<file path="src/rtl/ha_reduce_pkg.sv">
// Shared constants, group-sum container and the weighted reduction used by
// the half-adder array reduction pipeline.
package ha_reduce_pkg;

    localparam int NUM_GROUPS = 4;
    localparam int B_W        = 7;
    localparam int T_W        = 9;
    localparam int G_W        = 10;
    localparam int SUM_W      = 17;

    typedef struct packed {
        logic [NUM_GROUPS-1:0][G_W-1:0] g;
    } group_sums_t;

    // Group k carries weight 2^(2k) relative to group 0.
    function automatic logic [SUM_W-1:0] weighted_sum(input group_sums_t gs);
        logic [SUM_W-1:0] acc;
        acc = '0;
        for (int k = 0; k < NUM_GROUPS; k++) begin
            acc = acc + ({{(SUM_W-G_W){1'b0}}, gs.g[k]} << (2 * k));
        end
        return acc;
    endfunction

endpackage

</file>
<file path="src/rtl/ha_group_sum.sv">
// Combinational sum of one half-adder group: top vector plus the bottom
// vector shifted up by two bit positions.
module ha_group_sum
    import ha_reduce_pkg::*;
(
    input  logic [B_W-1:0] b,
    input  logic [T_W-1:0] t,
    output logic [G_W-1:0] g
);

    assign g = {1'b0, t} + {1'b0, b, 2'b00};

endmodule

</file>
<file path="src/rtl/ha_array_reduce_pipe.sv">
// Two-stage valid/ready pipeline reducing four half-adder group vectors into
// a saturated 16-bit approximate product.
module ha_array_reduce_pipe
    import ha_reduce_pkg::*;
#(
    parameter int OUT_W = 16
) (
    input  logic             clk,
    input  logic             rst_n,
    input  logic             in_valid,
    output logic             in_ready,
    input  logic [6:0]       ha_array_0_b,
    input  logic [6:0]       ha_array_1_b,
    input  logic [6:0]       ha_array_2_b,
    input  logic [6:0]       ha_array_3_b,
    input  logic [8:0]       ha_array_0_t,
    input  logic [8:0]       ha_array_1_t,
    input  logic [8:0]       ha_array_2_t,
    input  logic [8:0]       ha_array_3_t,
    output logic             out_valid,
    input  logic             out_ready,
    output logic [OUT_W-1:0] product,
    output logic             ovf
);

    logic [NUM_GROUPS-1:0][B_W-1:0] b_s;
    logic [NUM_GROUPS-1:0][T_W-1:0] t_s;
    logic [NUM_GROUPS-1:0][G_W-1:0] g_s;
    group_sums_t                    grp_s;
    logic [SUM_W-1:0]               sum_s;
    logic                           s1_adv_s;
    logic                           s2_adv_s;

    logic                           s1_valid_r;
    group_sums_t                    s1_grp_r;
    logic                           s2_valid_r;
    logic [OUT_W-1:0]               product_r;
    logic                           ovf_r;

    assign b_s = {ha_array_3_b, ha_array_2_b, ha_array_1_b, ha_array_0_b};
    assign t_s = {ha_array_3_t, ha_array_2_t, ha_array_1_t, ha_array_0_t};

    for (genvar k = 0; k < NUM_GROUPS; k++) begin : g_group
        ha_group_sum u_group_sum (
            .b (b_s[k]),
            .t (t_s[k]),
            .g (g_s[k])
        );
    end

    // Gather group sums and derive the stage advance conditions.
    always_comb begin
        grp_s.g  = g_s;
        s2_adv_s = !s2_valid_r || out_ready;
        s1_adv_s = !s1_valid_r || s2_adv_s;
        sum_s    = weighted_sum(s1_grp_r);
    end

    assign in_ready = s1_adv_s;

    // Stage 1: capture group sums; bubbles clear valid but keep old data.
    always_ff @(posedge clk or negedge rst_n) begin
        if (!rst_n) begin
            s1_valid_r <= 1'b0;
            s1_grp_r   <= '0;
        end else if (s1_adv_s) begin
            s1_valid_r <= in_valid;
            if (in_valid) begin
                s1_grp_r <= grp_s;
            end
        end
    end

    // Stage 2: weighted reduction with saturation when bit 16 is set.
    always_ff @(posedge clk or negedge rst_n) begin
        if (!rst_n) begin
            s2_valid_r <= 1'b0;
            product_r  <= '0;
            ovf_r      <= 1'b0;
        end else if (s2_adv_s) begin
            s2_valid_r <= s1_valid_r;
            if (s1_valid_r) begin
                product_r <= sum_s[SUM_W-1] ? {OUT_W{1'b1}} : sum_s[OUT_W-1:0];
                ovf_r     <= sum_s[SUM_W-1];
            end
        end
    end

    assign out_valid = s2_valid_r;
    assign product   = product_r;
    assign ovf       = ovf_r;

endmodule
</file>
<file path="config.mk">
export PLATFORM = sky130hd
export DESIGN_NAME = ha_array_reduce_pipe
export DESIGN_NICKNAME = d
export VERILOG_FILES = /design/src/rtl/ha_reduce_pkg.sv /design/src/rtl/ha_group_sum.sv /design/src/rtl/ha_array_reduce_pipe.sv
export SDC_FILE = /design/constraint.sdc
export NUM_CORES = 1
export LEC_CHECK = 0
export ABC_AREA = 1
export BUFFER_PORTS_ARGS = -buffer_cell sky130_fd_sc_hd__buf_4
export CORE_MARGIN = 2
export CORE_UTILIZATION = 57
export CTS_CLUSTER_SIZE = 16
export DETAILED_ROUTE_END_ITERATION = 8
export PLACE_DENSITY = 0.82
export SYNTH_ARGS = -nofsm -noshare
export SYNTH_HDL_FRONTEND = slang
export SYNTH_HIERARCHICAL = 1
export SYNTH_SLANG_ARGS = --single-unit
</file>
<file path="constraint.sdc">
create_clock -name clk -period 3.6 [get_ports clk]
set_input_delay 0.18 -clock clk [delete_from_list [all_inputs] [get_ports clk]]
set_output_delay 0.18 -clock clk [all_outputs]
set_load 0.05 [all_outputs]
</file>
=== Word level (Yosys, flattened, before mapping) ===
Index checks and enable logic that the tools add are counted.

* Register bits: 59
* Input bits: 68
* Output and inout port bits: 19

* $add $sub $neg: 7
* Muxes and demuxes: 1
* Reduce and logical (&&, ||, !) cells: 6

{| class="wikitable"
|+ Operators with widths
! kind !! number
|-
| adder 9 x 9 -> 10 bit || 4
|-
| adder 15 x 16 -> 17 bit || 1
|-
| 2-to-1 mux 16 bit || 1
|-
| adder 13 x 14 -> 15 bit || 1
|-
| adder 10 x 12 -> 13 bit || 1
|-
| AND reduction 2 bit || 2
|-
| zero test 1 bit || 2
|-
| logical OR 1 bit || 2
|}

=== Longest topological paths before layout ===
Gate-level depths: netlist of run 1.

* Depth in word-level cells: 4
* Depth in mapped cells: 16
* Depth with buffers taken out: 15

=== Cells and area by module ===
The synthesis of run 1 kept the hierarchy.

{| class="wikitable"
|+ Modules (own cells, without submodules)
! module !! times used !! cells an instance !! area an instance (µm²) !! sequential area each (µm²)
|-
| ha_array_reduce_pipe || 1 || 385 || 3358.2 || 1476.4
|-
| ha_group_sum || 4 || 54 || 327.8 || 0.0
|}

=== Worst setup path after synthesis of run 1 ===
Ideal clock, no wire load.

* Kind: register to register
* From: register s1_grp_r[4] in the netlist's numbering
* To: register product_r[5] (netlist: product[5])
* Library setup time: 118 ps
* Data arrival time: 2628 ps
* Required time: 3482 ps
* Slack: 854 ps
* Cell stages (with the launch flop): 16
* Cell sequence: dfrtp_1 inv_1 fa_1 inv_1 ha_1 ha_1 fa_1 nand2_1 nand3_1 nand3_1 nand2_2 a21oi_4 inv_2 buf_6 nor2_1 nor2_1

* Cells in the longest elaborated chain, start to end: 4

{| class="wikitable"
|+ RTL lines
! item !! RTL line !! source
|-
| start, declared || ha_array_reduce_pipe.sv:35 || <nowiki>group_sums_t s1_grp_r;</nowiki>
|-
| start signal, assigned || ha_array_reduce_pipe.sv:69 || <nowiki>s1_grp_r <= grp_s;</nowiki>
|-
| adder 10 x 12 -> 13 bit || ha_reduce_pkg.sv:20 || <nowiki>acc = acc + ({{(SUM_W-G_W){1'b0}}, gs.g[k]} << (2 * k));</nowiki>
|-
| adder 13 x 14 -> 15 bit || ha_reduce_pkg.sv:20 ||
|-
| adder 15 x 16 -> 17 bit || ha_reduce_pkg.sv:20 ||
|-
| 2-to-1 mux 16 bit || ha_array_reduce_pipe.sv:83 || <nowiki>product_r <= sum_s[SUM_W-1] ? {OUT_W{1'b1}} : sum_s[OUT_W-1:0];</nowiki>
|-
| end signal, assigned || ha_array_reduce_pipe.sv:83 ||
|-
| end, declared || ha_array_reduce_pipe.sv:37 || <nowiki>logic [OUT_W-1:0] product_r;</nowiki>
|}

No other way between the ends.
A chain may end at the register's enable or synchronous reset.

=== Final worst setup path of run 1 ===
* From: register s1_grp_r[4] in the netlist's numbering
* To: register product_r[7] (netlist: product[7])

The elaborated chain is that of the path after synthesis.

==> results of run 1 <==
[worst register-to-register path, stage by stage (launching register included)]
cell     delay, ns
dfrtp_1       0.33
inv_1         0.07
fa_1          0.54
inv_1         0.05
ha_1          0.30
ha_1          0.25
fa_1          0.43
nand2_1       0.10
nand3_1       0.07
nand3_1       0.09
nand2_2       0.09
a21oi_4       0.23
inv_2         0.15
nor2_1        0.13
nor2_1        0.05
[registers in the layout, indices dropped and copies added, names as in the netlist]
name and cells:
out_valid 1, ovf 1, product 16, s1_grp_r 40, s1_valid_r 1
[per-layer routing]
metal	GRT usage	wire [um]	vias up
met2	0.413	4720	84
met3	0.0487	380	16
met4	0.0700	129	0
met5	0	0	-
li1	-	-	2005
met1	0.289	3970	1814
[cell type report]
| cell class | count | area share |
|---|---|---|
| Timing Repair Buffer | 88 | 0.119 |
| Clock inverter | 2 | 0.00631 |
| Tap cell | 105 | 0.0237 |
| Sequential cell | 59 | 0.266 |
| Inverter | 115 | 0.0777 |
| Clock buffer | 13 | 0.0286 |
| Multi-Input combinational cell | 410 | 0.478 |
[cell families after synthesis]
kind of cell             synth area share
flip-flops                          0.316
adder cells (fa/ha/maj)             0.212
AND/OR/NAND/NOR                     0.236
buffers and inverters               0.115
multiplexers                       0.0314
AO/OA/AOI/OAI                      0.0549
XOR/XNOR                           0.0338
[cells in the final DEF, fill, tap and decap left out]
master         netlist  layout
a21oi_1             48      48
a21oi_4              1       1
and2_2               1       1
buf_4                8      87
bufinv_16            0       1
clkbuf_1             3       2
clkbuf_8             0      11
clkinv_1             4       4
clkinv_2             0       1
dfrtp_1             59      59
dlygate4sd3_1        0       1
fa_1                17      17
ha_1                52      52
inv_1              109     109
inv_2                2       2
mux2_2              13      13
nand2_1            125     124
nand2_2              6       7
nand3_1             17      17
nand3_2              8       8
nand4_1              7       7
nor2_1              90      90
nor3_1               1       1
or2_0                1       1
or2_1                4       4
or2_2                1       1
xnor2_1             13      13
xor2_1               5       5
[through the flow]
stage	instance area (um2)	std cells	power, mW
2_1_floorplan	4670	601	3.10
3_3_place_gp	5350	776	3.65
3_5_place_dp	5350	776	3.73
4_1_cts	5550	792	4.36
5_1_grt	5550	792	4.81
6_report	5550	792	4.35
[power by group]
part	leakage, nW	switching, mW	internal [mW]	total (mW)
combinational	2.37	1.77	1.03	2.80
clock	0.0995	0.243	0.353	0.596
sequential	0.662	0.0880	0.859	0.947
[path summary, 6_finish.rpt]
| check | start | endpoint | slack (ns) | cells past startpoint |
|---|---|---|---|---|
| setup / recovery | s1_grp_r[4] | product[7] | 0.63 | 14 |
| hold / removal | ha_array_0_t[0] | s1_grp_r[0] | 0.07 | 2 |
| min in group asynchronous | rst_n | product[1] | 0.43 | 2 |
| hold reg to reg | product[2] | product[2] | 0.51 | 2 |
| setup reg to reg | s1_grp_r[4] | product[7] | 0.63 | 14 |
| max in group asynchronous | rst_n | product[6] | 2.67 | 2 |
==> results.txt, run 1 <==
die height = 94.5 um
Synth top cells by count = nand2_1 (125), inv_1 (109), nor2_1 (90)
EDFF count, synth = 0
die footprint = 8930 um2
GPL Wtd Cong = 0.898
Worst Tran Pin Value = 0.842 ns
drt first pass iters = 4
WP data arrival = 3.20 ns
vias = 3919
Hold-fix buffers, CTS = 1
count leader, synth = nand2_1
routed len/inst = 11.6 um
Starting Density = 0.577
main flop type after synthesis = dfrtp_1
critical path fanouts, max = 11
antenna violations before repair = 0
Die Width = 94.5 um
CP max stage delay = 0.53 ns
startpoint type of the worst setup path = register
fmax = 0.336 GHz
Post-Route WL = 9200 um
fin crit period = 2.97 ns
Final WS setup = 0.626 ns
share of the synthesized area in the top cell type = 0.316
FILL cells = 666
peak supply drop = 407 uV
Tcrit/Tclk final = 0.826
power density over the cells = 783 nW/um2
register clock-pin slew on the reported worst setup and hold paths = 0.06 ns
Worst Skew = 0.00726 ns
Seq/Total Area, Yosys = 0.316
Worst path slowest cell = fa_1
Register Area = 1480 um2
final setup fails = 0
DP Worst Slack = 0.665 ns
RSZ-0062 raised after global routing = false
violation count after the first detailed-route iteration = 111
Crit path max-delay family = adder cells
Fin. Hold Viols = 0
yosys warns = 6
Post-CTS Repair Setup Buffers = 0
Final Max Tran Viols = 0
synthesized area per cell = 7.77 um2
Buf/Inv on CP = 3
syn_nets = 738
final core occ = 0.686
post-route ant nets = 0
register bit total from synthesis = 59
clock sink count = 59
Core Region = 8090 um2
layout cell share with drive strength beyond 1 = 0.194
share of flip-flops with an asynchronous set or reset = 1.00
WHS = 0.0719 ns
dpl hpwl = 7300 um
nets = 820
PortBufs = 86
Synth Cell Area = 4670 um2
first-pass GRT wire length = 16600 um
DRC = 0
CTS tree = done
Max clock buf depth = 2
Post-Syn Instances = 601
Synth area leader = dfrtp_1
status = complete, no violations
Multi-input gate area = 2660 um2
# rows = 33
synth top area cells = dfrtp_1 (32%), ha_1 (14%), nand2_1 (10%)
Req. time, crit path = 3.82 ns
Clk Latency, worst-skew pair = 0.34 ns
worst-path cell chain = inv_1 > fa_1 > inv_1 > ha_1 > ha_1 > fa_1 > nand2_1 > nand3_1 > nand3_1 > nand2_2 > a21oi_4 > inv_2 > nor2_1 > nor2_1
HP Class = input pin to register
Crit. End Element = register
Crit Path Category = register to register
Max Cap Viol = 0
TritonCTS buffer count = 9
Post-CTS Resized = 0
total grt overflow = 0
n_diodes = 0
vias in the first global route = 3878
DR vias/cell = 4.95
number of distinct library cells after synthesis = 27
CTS H-tree lvls = 3
Leak Pwr = 3.13 nW
largest net degree at the start of global routing = 60
Max transition margin = 0.437
Layout area overhead = 18.9%
boundary pin count = 87
GRT Util Overall = 0.234
clock root buffer = clkbuf_8
setup TNS = 0 ns
(Power assumes the default switching activity.)
==> run 2: changes to the inputs <==
- clock period: 3.6 -> 2.8 ns (I/O delays scaled with it)
==> results.txt, run 2 (same netlist as run 1, synthesis figures left out) <==
FF-to-FF End = product[4]
Worst Tran Pin Value = 0.771 ns
clock root buffer = clkbuf_8
Biggest register = s1_grp_r
Critical Path Sink = product[4]
WP data arrival = 3.05 ns
Finished Cell Area = 5810 um2
Crit Path Category = register to register
startpoint type of the worst setup path = register
met2 wire length = 5280 um
Max clock buf depth = 2
Max transition margin = 0.484
nets = 831
Leak Pwr = 3.17 nW
Req. time, crit path = 3.04 ns
R2R depth = 14
leading cell type in the layout, fill and taps excluded = nand2_1
largest net degree at the start of global routing = 60
routed len/inst = 12.9 um
routed wl met3 = 592 um
# rows = 33
CTS H-tree lvls = 3
R2R Setup Slk = -0.009 ns
setup TNS = -0.00865 ns
total grt overflow = 0
failing checks = setup timing
Worst Skew = 0.00532 ns
critical path fanouts, max = 6
CTS tree = done
GPL Wtd Cong = 0.917
Final WS setup = -0.00865 ns
layout cell share with drive strength beyond 1 = 0.268
fin crit period = 2.81 ns
dpl hpwl = 7590 um
register clock-pin slew on the reported worst setup and hold paths = 0.06 ns
Starting Density = 0.577
RSZ-0062 raised after global routing = true
Worst Setup SP = s1_grp_r[20]
vias in the first global route = 3945
Die Width = 94.5 um
DRC = 0
violation count after the first detailed-route iteration = 173
GRT Util Overall = 0.235
Area after DPL = 5390 um2
Layout area overhead = 24.5%
post-route ant nets = 0
Crit. End Element = register
Max Cap Viol = 0
Core Region = 8090 um2
HP Class = input pin to register
peak supply drop = 522 uV
n_diodes = 0
DR top layer = met4
Clk Latency, worst-skew pair = 0.35 ns
Post-Route WL = 10400 um
vias = 4064
worst r2r src = s1_grp_r[20]
DR vias/cell = 5.06
TritonCTS buffer count = 9
met1 WL = 4200 um
PortBufs = 86
status = finished with violations
first-pass GRT wire length = 16700 um
boundary pin count = 87
die footprint = 8930 um2
Tcrit/Tclk final = 1.00
commonest non-fill, non-tap cells in the layout = nand2_1 (120), inv_1 (98), buf_4 (96)
final setup fails = 1
fmax = 0.356 GHz
clock sink count = 59
Final Max Tran Viols = 0
Largest register FFs = 40
Fin. Hold Viols = 0
antenna violations before repair = 0
die height = 94.5 um
drt first pass iters = 6
power density over the cells = 1110 nW/um2
[run 2: cell count changes in the layout (fill, tap and decap cells not counted), moves of 3 or more]
cell / change
ha_4: +8
nor2_2: +8
nor2_4: +3
nand2_2: +4
ha_1: -9
inv_1: -11
inv_2: +10
nand2_1: -4
buf_4: +9
nor2_1: -11
[run 2: timing repair]
action,CTS,global route
hold buffers,1,0
setup buffers,0,5
resized for setup,1,52
setup endpoints to repair,1,17
hold endpoints to repair,59,0
pin swaps,0,20
cloned,0,1
[run 2: stage by stage]
step | power [mW] | instances | setup WS [ns] | utilization | hold slack [ns]
2_1_floorplan | 3.98 | 601 | 0.0537 | - | -0.156
3_3_place_gp | 4.73 | 781 | 0.128 | 0.666 | 0.234
3_5_place_dp | 4.87 | 781 | 0.00415 | 0.666 | 0.252
4_1_cts | 5.60 | 797 | 0.000367 | 0.689 | 0.0170
5_1_grt | 6.99 | 803 | -0.121 | 0.718 | 0.00693
6_report | 6.44 | 803 | -0.00865 | 0.718 | 0.0203
[run 2: worst min path at each step]
stage | from | end | slack (ns) | depth (start not counted)
floorplan | rst_n | out_valid | -0.16 | 0
global placement | rst_n | product[1] | 0.23 | 1
detailed placement | rst_n | s1_grp_r[1] | 0.25 | 1
CTS | ha_array_0_t[1] | s1_grp_r[1] | 0.02 | 2
global route | ha_array_3_t[0] | s1_grp_r[30] | 0.007 | 2
finish | ha_array_0_t[1] | s1_grp_r[1] | 0.02 | 2
[run 2: final cells by class]
| class | instances | area, um2 |
|---|---|---|
| Inverter | 115 | 437 |
| Multi-Input combinational cell | 410 | 2840 |
| Timing Repair Buffer | 98 | 742 |
| Clock buffer | 13 | 169 |
| Timing Repair inverter | 1 | 8.76 |
| Tap cell | 105 | 131 |
| Sequential cell | 59 | 1480 |
| Fill cell | 609 | 2280 |
| Clock inverter | 2 | 10.0 |
[run 2: critical path, cell delays in order, from the launching register on]
cell and delay (ns):
dfrtp_1 0.34, inv_2 0.05, fa_1 0.57, inv_2 0.06, ha_4 0.24, ha_4 0.16, fa_2 0.37, nand2_2 0.08
nand3_2 0.07, nand3_2 0.10, nand2_2 0.09, a21oi_4 0.25, clkinv_4 0.15, nor2_4 0.13, nor2_2 0.04
[run 2: report_power, final]
group	internal, mW	switching (mW)
registers	1.11	0.119
logic	1.80	2.71
clock network	0.386	0.323
[run 2: layer usage]
metal	vias to the layer above	global-route usage
met5	-	0
met4	0	0.104
met3	39	0.0479
met2	155	0.402
met1	1847	0.287
li1	2023	-
==> run 3: changes to the inputs <==
- CORE_MARGIN: 2 -> 8
- clock period: 2.8 -> 2.7 ns (I/O delays scaled with it)
==> results.txt, run 3 (same netlist as run 1, synthesis figures left out) <==
status = finished with violations
failing checks = setup timing
register clock-pin slew on the reported worst setup and hold paths = 0.06 ns
Tcrit/Tclk final = 1.04
GR Util met2 = 0.329
worst r2r src = s1_grp_r[12]
Max Cap Viol = 0
Fin. Hold Viols = 0
Crit Path Category = register to register
Worst path slowest cell = fa_1
HP Class = input pin to register
Worst Tran Pin Value = 0.726 ns
commonest non-fill, non-tap cells in the layout = nand2_1 (118), buf_4 (102), inv_1 (95)
Layout area overhead = 26.4%
die height = 107 um
Hold Path Origin = ha_array_3_t[0]
GPL Wtd Cong = 0.871
drt first pass iters = 5
GR peak layer = met2
Final WS setup = -0.104 ns
dpl hpwl = 7900 um
Buf/Inv on CP = 3
# rows = 33
first-pass GRT wire length = 17300 um
post-route ant nets = 0
boundary pin count = 87
clock root buffer = clkbuf_8
largest net degree at the start of global routing = 60
CTS tree = done
RSZ-0062 raised after global routing = true
Pwr Total = 6.85 mW
Max clock buf depth = 2
final core occ = 0.729
R2R Setup Slk = -0.10 ns
fmax = 0.357 GHz
Max transition margin = 0.516
FF-to-FF End = product[10]
grt met3 use = 0.0375
power density over the cells = 1160 nW/um2
Crit path max-delay family = adder cells
Clk Latency, worst-skew pair = 0.35 ns
Final Max Tran Viols = 0
vias in the first global route = 4128
startpoint type of the worst setup path = register
Crit. End Element = register
GRT Util Overall = 0.182
die footprint = 11300 um2
layout cell share with drive strength beyond 1 = 0.281
CTS H-tree lvls = 3
vias = 4093
PortBufs = 86
leading cell type in the layout, fill and taps excluded = nand2_1
WP data arrival = 3.03 ns
Hold Path End = s1_grp_r[30]
Core Region = 8090 um2
worst-path cell chain = inv_2 > fa_1 > inv_2 > ha_4 > ha_4 > fa_2 > nand2_2 > nand3_2 > nand3_2 > nand2_4 > a21oi_4 > clkinv_4 > nor2_2 > nor2_1
violation count after the first detailed-route iteration = 154
R2R depth = 14
fin crit period = 2.80 ns
Req. time, crit path = 2.92 ns
routed len/inst = 13.1 um
Die Width = 107 um
Worst Skew = 0.0103 ns
antenna violations before repair = 0
DR vias/cell = 5.05
clock sink count = 59
total grt overflow = 0
DRC = 0
Largest register FFs = 40
n_diodes = 0
CP max stage delay = 0.55 ns
final setup fails = 15
met1 Usage GRT = 0.208
critical path fanouts, max = 6
Post-Route WL = 10600 um
Starting Density = 0.577
FILL cells = 607
Leak Pwr = 3.22 nW
TritonCTS buffer count = 9
peak supply drop = 562 uV
Hold Path Cell Cnt = 2
nets = 838
Non-Filler Instances = 810
# placed instances = 784
Biggest register = s1_grp_r
==> run 3: changes by cell type in the layout (fill, tap and decap cells not counted), moves of 2 or more <==
cell	before	now
buf_4	96	102
clkinv_2	2	0
inv_2	12	15
inv_1	98	95
nand2_1	120	118
==> run 3: cell type report <==
| type | instances | area (um2) | area share |
|---|---|---|---|
| Timing Repair Buffer | 105 | 798 | 0.135 |
| Timing Repair inverter | 1 | 6.26 | 0.00106 |
| Clock buffer | 14 | 183 | 0.0310 |
| Multi-Input combinational cell | 410 | 2840 | 0.481 |
| Tap cell | 105 | 131 | 0.0223 |
| Inverter | 115 | 437 | 0.0740 |
| Clock inverter | 1 | 30.0 | 0.00509 |
| Sequential cell | 59 | 1480 | 0.250 |
==> run 3: per-layer routing <==
metal  part of all wire  vias up
li1                   -     2039
met1               0.41     1900
met2               0.51      126
met3              0.059       28
met4              0.019        0
met5                  0        -
==> run 3: stage by stage <==
stage          hold slack [ns]  cell area, um2  setup TNS, ns  worst slack, ns
2_1_floorplan           -0.161            4700              0           0.0261
3_3_place_gp             0.229            5440              0           0.0316
3_5_place_dp             0.241            5440         -0.500          -0.0659
4_1_cts                 0.0199            5680       -0.00627         -0.00472
5_1_grt                 0.0239            5900          -3.24           -0.237
6_report                0.0205            5900          -1.04           -0.104
==> run 3: worst max-delay path by stage <==
stage	from	endpoint	slack [ns]	cells after the start
global route	s1_grp_r[12]	product[10]	-0.24	14
floorplan	s1_grp_r[4]	product[5]	0.03	15
finish	s1_grp_r[12]	product[10]	-0.10	14
detailed placement	s1_grp_r[7]	product[4]	-0.07	12
global placement	s1_grp_r[9]	product[0]	0.03	13
CTS	s1_grp_r[4]	product[7]	-0.005	14
==> run 3: what timing repair did <==
action | in CTS | in global routing
hold endpoints to repair | 59 | 0
resized for setup | 5 | 48
endpoints found under the setup margin | 11 | 17
hold buffers | 1 | 0
buffers inserted | 0 | 9
pin swaps | 2 | 18
cloned | 0 | 1
==> run 3: where the power goes <==
group          switching, mW  total, mW  internal (mW)  leakage [nW]
combinational           2.81       4.72           1.91          2.45
clock                  0.337      0.860          0.522         0.109
sequential             0.124       1.27           1.15         0.662
total                   3.28       6.85           3.58          3.22
